### src/rtl/morse_encoder_az.sv
// Morse encoder for letters A..Z: one letter per START, optional repeat loop.
// Unit-timed marks and gaps, with abort and invalid-letter error pulse.
module morse_encoder_az #(
    parameter int CLK_HZ     = 50000000,
    parameter int UNIT_HZ    = 2,
    parameter int DASH_UNITS = 3,
    parameter int GAP_UNITS  = 1,
    parameter int LGAP_UNITS = 3
) (
    input  logic       CLOCK_50,
    input  logic       RESET,
    input  logic       START,
    input  logic       ABORT,
    input  logic [4:0] LETTER,
    input  logic       REPEAT,
    output logic       LEDR,
    output logic       BUSY,
    output logic       DONE,
    output logic       ERR
);

    localparam int DIV  = CLK_HZ / UNIT_HZ;
    localparam int TW   = $clog2(DIV);
    localparam int UMAX = (DASH_UNITS > LGAP_UNITS) ? DASH_UNITS : LGAP_UNITS;
    localparam int UW   = $clog2(UMAX + 1);

    localparam logic [TW-1:0] T_LAST = TW'(DIV - 1);
    localparam logic [UW-1:0] DASH_L = UW'(DASH_UNITS - 1);
    localparam logic [UW-1:0] GAP_L  = UW'(GAP_UNITS - 1);
    localparam logic [UW-1:0] LGAP_L = UW'(LGAP_UNITS - 1);

    typedef enum logic [2:0] {
        IDLE,
        MARK,
        SPACE,
        LGAP,
        FIN
    } state_t;

    // {length, pattern left-aligned so the first symbol sits in bit 3}
    function automatic logic [6:0] lut(input logic [4:0] l);
        case (l)
            5'd0:    lut = {3'd2, 4'b0100};
            5'd1:    lut = {3'd4, 4'b1000};
            5'd2:    lut = {3'd4, 4'b1010};
            5'd3:    lut = {3'd3, 4'b1000};
            5'd4:    lut = {3'd1, 4'b0000};
            5'd5:    lut = {3'd4, 4'b0010};
            5'd6:    lut = {3'd3, 4'b1100};
            5'd7:    lut = {3'd4, 4'b0000};
            5'd8:    lut = {3'd2, 4'b0000};
            5'd9:    lut = {3'd4, 4'b0111};
            5'd10:   lut = {3'd3, 4'b1010};
            5'd11:   lut = {3'd4, 4'b0100};
            5'd12:   lut = {3'd2, 4'b1100};
            5'd13:   lut = {3'd2, 4'b1000};
            5'd14:   lut = {3'd3, 4'b1110};
            5'd15:   lut = {3'd4, 4'b0110};
            5'd16:   lut = {3'd4, 4'b1101};
            5'd17:   lut = {3'd3, 4'b0100};
            5'd18:   lut = {3'd3, 4'b0000};
            5'd19:   lut = {3'd1, 4'b1000};
            5'd20:   lut = {3'd3, 4'b0010};
            5'd21:   lut = {3'd4, 4'b0001};
            5'd22:   lut = {3'd3, 4'b0110};
            5'd23:   lut = {3'd4, 4'b1001};
            5'd24:   lut = {3'd4, 4'b1011};
            5'd25:   lut = {3'd4, 4'b1100};
            default: lut = 7'd0;
        endcase
    endfunction

    state_t        state;
    logic [TW-1:0] tcnt;
    logic [UW-1:0] ucnt;
    logic [3:0]    pat_q;
    logic [2:0]    len_q;
    logic [3:0]    sr;
    logic [2:0]    rem;
    logic          rpt;

    logic [6:0]    entry;
    logic [UW-1:0] lim;
    logic          tick;
    logic          unit_end;

    always_comb begin
        entry = lut(LETTER);
        tick  = (tcnt == T_LAST);
        lim   = '0;
        case (state)
            MARK:    lim = sr[3] ? DASH_L : '0;
            SPACE:   lim = GAP_L;
            LGAP:    lim = LGAP_L;
            default: lim = '0;
        endcase
        unit_end = tick && (ucnt == lim);
    end

    always_ff @(posedge CLOCK_50) begin
        if (RESET) begin
            state <= IDLE;
            tcnt  <= '0;
            ucnt  <= '0;
            pat_q <= '0;
            len_q <= '0;
            sr    <= '0;
            rem   <= '0;
            rpt   <= 1'b0;
            LEDR  <= 1'b0;
            BUSY  <= 1'b0;
            DONE  <= 1'b0;
            ERR   <= 1'b0;
        end else begin
            DONE <= 1'b0;
            ERR  <= 1'b0;
            unique case (state)
                IDLE: begin
                    tcnt <= '0;
                    ucnt <= '0;
                    if (START) begin
                        if (LETTER < 5'd26) begin
                            pat_q <= entry[3:0];
                            len_q <= entry[6:4];
                            sr    <= entry[3:0];
                            rem   <= entry[6:4];
                            rpt   <= REPEAT;
                            state <= MARK;
                            LEDR  <= 1'b1;
                            BUSY  <= 1'b1;
                        end else begin
                            ERR <= 1'b1;
                        end
                    end
                end
                FIN: begin
                    state <= IDLE;
                end
                MARK, SPACE, LGAP: begin
                    if (ABORT) begin
                        state <= IDLE;
                        tcnt  <= '0;
                        ucnt  <= '0;
                        LEDR  <= 1'b0;
                        BUSY  <= 1'b0;
                    end else if (!tick) begin
                        tcnt <= tcnt + TW'(1);
                    end else if (!unit_end) begin
                        tcnt <= '0;
                        ucnt <= ucnt + UW'(1);
                    end else begin
                        tcnt <= '0;
                        ucnt <= '0;
                        if (state == MARK) begin
                            LEDR <= 1'b0;
                            if (rem > 3'd1) begin
                                state <= SPACE;
                                rem   <= rem - 3'd1;
                                sr    <= {sr[2:0], 1'b0};
                            end else if (rpt && REPEAT) begin
                                state <= LGAP;
                            end else begin
                                state <= FIN;
                                BUSY  <= 1'b0;
                                DONE  <= 1'b1;
                            end
                        end else if (state == SPACE) begin
                            state <= MARK;
                            LEDR  <= 1'b1;
                        end else begin
                            // the loop restarts the same latched letter
                            state <= MARK;
                            LEDR  <= 1'b1;
                            sr    <= pat_q;
                            rem   <= len_q;
                        end
                    end
                end
                default: state <= IDLE;
            endcase
        end
    end

endmodule

### config.mk
export PLATFORM = sky130hd
export DESIGN_NAME = morse_encoder_az
export DESIGN_NICKNAME = d
export VERILOG_FILES = /design/src/rtl/morse_encoder_az.sv
export SDC_FILE = /design/constraint.sdc
export NUM_CORES = 1
export LEC_CHECK = 0
export BUFFER_PORTS_ARGS = -buffer_cell sky130_fd_sc_hd__buf_2
export CORE_AREA = 2 2 97 99
export DETAILED_ROUTE_END_ITERATION = 7
export DIE_AREA = 0 0 99 101
export GPL_TIMING_DRIVEN = 0
export HOLD_SLACK_MARGIN = 0.06
export PLACE_DENSITY_LB_ADDON = 0.12
export SLEW_MARGIN = 10
export SYNTH_ARGS = -nofsm -noshare
export SYNTH_HDL_FRONTEND = slang
export SYNTH_SLANG_ARGS = --single-unit
### constraint.sdc
create_clock -name CLOCK_50 -period 2.95 [get_ports CLOCK_50]
set_input_delay 0.4425 -clock CLOCK_50 [delete_from_list [all_inputs] [get_ports CLOCK_50]]
set_output_delay 0.4425 -clock CLOCK_50 [all_outputs]
set_load 0.1 [all_outputs]
==> impl_results.md <==
* Layout cell share with drive strength beyond 1 at 11.1%
* CP max stage delay at 730 ps
* GRT Total Usage at 15.5%
* P_int at 0.00121 W
* F_max at 0.395 GHz
* Final wirelength at 7.44 mm
* Max-cap violation count at 0
* Sw frac at 33.7%
* Nets at 405
* Die area at 10000 um2
* Leak at 1.20 nW
* Clock power frac at 28.0%
* Cells after Synth at 369
* Fin Hold WS at 407 ps
* Post-synth EDFFs at 0
* Most common flop cell mapped by yosys: dfxtp_1
* Yosys warns at 0
* Bufs and invs on worst path at 1
* CTS Hold Bufs at 0
* P_sw at 0.000613 W
* Area grow syn2layout at 10.2%
* Element type at the critical path start: flop
* Routability cong. at 0.813
* Syn Nets at 388
* Synth unique cells at 61
* Hold Crit Class: in -> reg
* Drt pass-1 iters at 4
* Post-synthesis area per instance at 8.21 um2
* Post-cts resize count at 0
* Core box area at 8980 um2
* Worst-path cell chain: ha_1 > and4_4 > nand4_4 > o31ai_1 > a21o_1 > buf_2 > nor2_1
* PD cells at 545 nW/um2
* Comb pwr share at 30.9%
* Ys async rst share at 0%
* Total negative slack at 0 ps
* Vias per inst at 5.34
* Global-route wire length before repair at 12.6 mm
* CTS sink cnt at 49
* Req. time, crit path at 3150 ps
* Antenna Cells at 0
* Final Slew Violations at 0
* Status: finished, final reports clean
* Root Buffer Master: clkbuf_8
* Ports at 14
* Max clock buf depth at 2
* Final setup fails at 0
* Htree depth at 2
* Number of remaining DRC errors at 0
* Initial antenna violation count at 0
* Arrival time at the worst endpoint at 2730 ps
* Remaining global-route overflow at 0
* Flop pwr share at 41.1%
* Largest net degree at the start of global routing at 16
* Clock Skews at 12.3 ps
* Wire per inst at 14.9 um
* RSZ-0062 raised after global routing: no
* Slew margin rel. at 45.4%
* Synth Register Bits at 49
* Vias in the first global route at 2,492
* Tightest Pin Transition at 812 ps
* Seq/Total Area, Yosys at 32.4%
* Maximum vdd drop at 0.224 mV
* Minimum clock period at 2530 ps
* DRT iter0 DRCs at 122
* Clock Latency Late Sink at 310 ps
* Dpl hpwl at 5.38 mm
* Final period util at 85.8%
* Num CTS Buffers at 5
* Critical-path top delay cell: o31ai_1
* Row count at 35
* Crit. End Element: flop
* Hold Fails Final Rpt at 0
* Initial Utilization at 33.8%
* Mapped cell area at 3030 um2
* Die W at 99 um
* Largest fanout on the critical path at 10
* Port-buffer cells at 10
* Vert. Die Dim at 101 um
* DR vias at 2,661
* CTS tree: done
* Routed Antenna Nets at 0
* Number of fill cells at 941
* Cell family with most CP delay: compound AO/OA/AOI/OAI gates
* Setup bufs post-CTS at 0
* Clock Pin Slew Worst Setup and Hold Paths at 100 ps
* Critical path class: reg -> reg
[power by group through the flow]
stage	combinational, W	sequential [W]	clock [W]
after floorplan	0.000393	0.000806	0
after global placement	0.000559	0.000762	0
after detailed placement	0.000557	0.000764	0
after CTS	0.000560	0.000748	0.000534
after global routing	0.000629	0.000758	0.000551
final	0.000562	0.000748	0.000511
[metal layers]
metal	vias to the layer above	global-route usage [%]	routed length (um)
li1	1367	-	-
met1	1255	22.7	3960
met2	32	24.1	3260
met3	7	1.94	153
met4	0	3.69	65
met5	-	0	0
[logic make-up (layout without fill, tap and decap cells)]
group / Yosys count / count (layout) / synth area share [%]
flops: 49 / 49 / 32.4
buf+inv: 34 / 52 / 6.23
fa+ha+maj: 9 / 9 / 3.72
mux: 16 / 16 / 6.36
simple gates: 158 / 158 / 27.7
compound gates: 87 / 87 / 19.0
xor+xnor: 16 / 16 / 4.62
[placed cells by master (no fill, tap or decap), types with 6 or more instances in the layout]
cell type	n
a211oi_1	7
a21oi_1	25
a311oi_1	6
buf_2	15
clkbuf_1	13
clkbuf_8	8
dfxtp_1	49
ha_1	9
inv_1	8
mux2i_1	11
nand2_1	25
nand2b_1	18
nand3_1	9
nand4_1	8
nor2_1	49
nor3_1	9
nor4_1	10
o21ai_0	14
o22ai_1	6
xnor2_1	7
xor2_1	9
[stage by stage]
step | total power (W) | setup WS, ps | util [%] | cells | cell area (um2)
floorplan | 0.00120 | 720 | - | 369 | 3030
global placement | 0.00132 | 428 | 35.9 | 490 | 3220
detailed placement | 0.00132 | 421 | 35.9 | 490 | 3220
CTS | 0.00184 | 408 | 37.2 | 498 | 3340
global route | 0.00194 | 143 | 37.2 | 498 | 3340
finish | 0.00182 | 420 | 37.2 | 498 | 3340
[state kept, by name, indices dropped and copies added (netlist names)]
| signal | flops |
|---|---|
| rpt | 1 |
| LEDR | 1 |
| state | 3 |
| tcnt | 25 |
| BUSY | 1 |
| sr | 4 |
| rem | 3 |
| DONE | 1 |
| pat_q | 4 |
| ucnt | 2 |
| ERR | 1 |
| len_q | 3 |
[synthesized netlist by cell type, drive strengths merged, types with 2 or more instances]
library cell	number	area share [%]
a211oi	7	1.7
a21o	2	0.50
a21oi	25	4.1
a221o	2	0.66
a22oi	3	0.74
a311oi	6	1.7
a31oi	3	0.62
and2	2	0.41
and3	4	0.83
and4	4	1.3
buf	10	2.4
clkbuf	15	2.5
dfxtp	49	32
ha	9	3.7
inv	8	0.99
mux2	3	1.2
mux2i	11	3.6
mux4	2	1.5
nand2	25	3.1
nand2b	18	3.7
nand3	9	1.5
nand3b	3	0.74
nand4	9	2.4
nand4b	2	0.58
nor2	49	6.1
nor2b	5	1.0
nor3	9	1.5
nor3b	2	0.50
nor4	11	2.8
o211a	2	0.66
o21ai	14	2.3
o21bai	5	1.2
o22ai	6	1.2
or3	3	0.66
xnor2	7	2.0
xor2	9	2.6
[worst paths after layout]
check                           depth (start not counted)     start        to  slack, ps
worst min-delay path                                    3    REPEAT       rpt        410
worst min register to register                          2  pat_q[1]  pat_q[1]        480
worst max-delay path                                    7   tcnt[0]  tcnt[16]        420
worst max register to register                          7   tcnt[0]  tcnt[16]        420
[worst reg2reg max path: cells and delay by family (launching register included)]
| kind | cells | cell delay (ps) |
|---|---|---|
| AOI/OAI and AO/OA | 2 | 1020 |
| adders and majority gates | 1 | 240 |
| buffers and inverters | 1 | 250 |
| DFF | 1 | 430 |
| and+or+nand+nor | 3 | 500 |
[cell type report]
type	count	area, um2	share of cell area, %
multi-input cells	286	1860	55.7
flip-flops and latches	49	981	29.4
plain buffers	26	159	4.76
well taps	111	139	4.16
clock buffers	6	82.6	2.47
repair buffers	10	50.0	1.50
clock inverters	2	37.5	1.12
inverters	8	30.0	0.899
(Power assumes the default switching activity.)
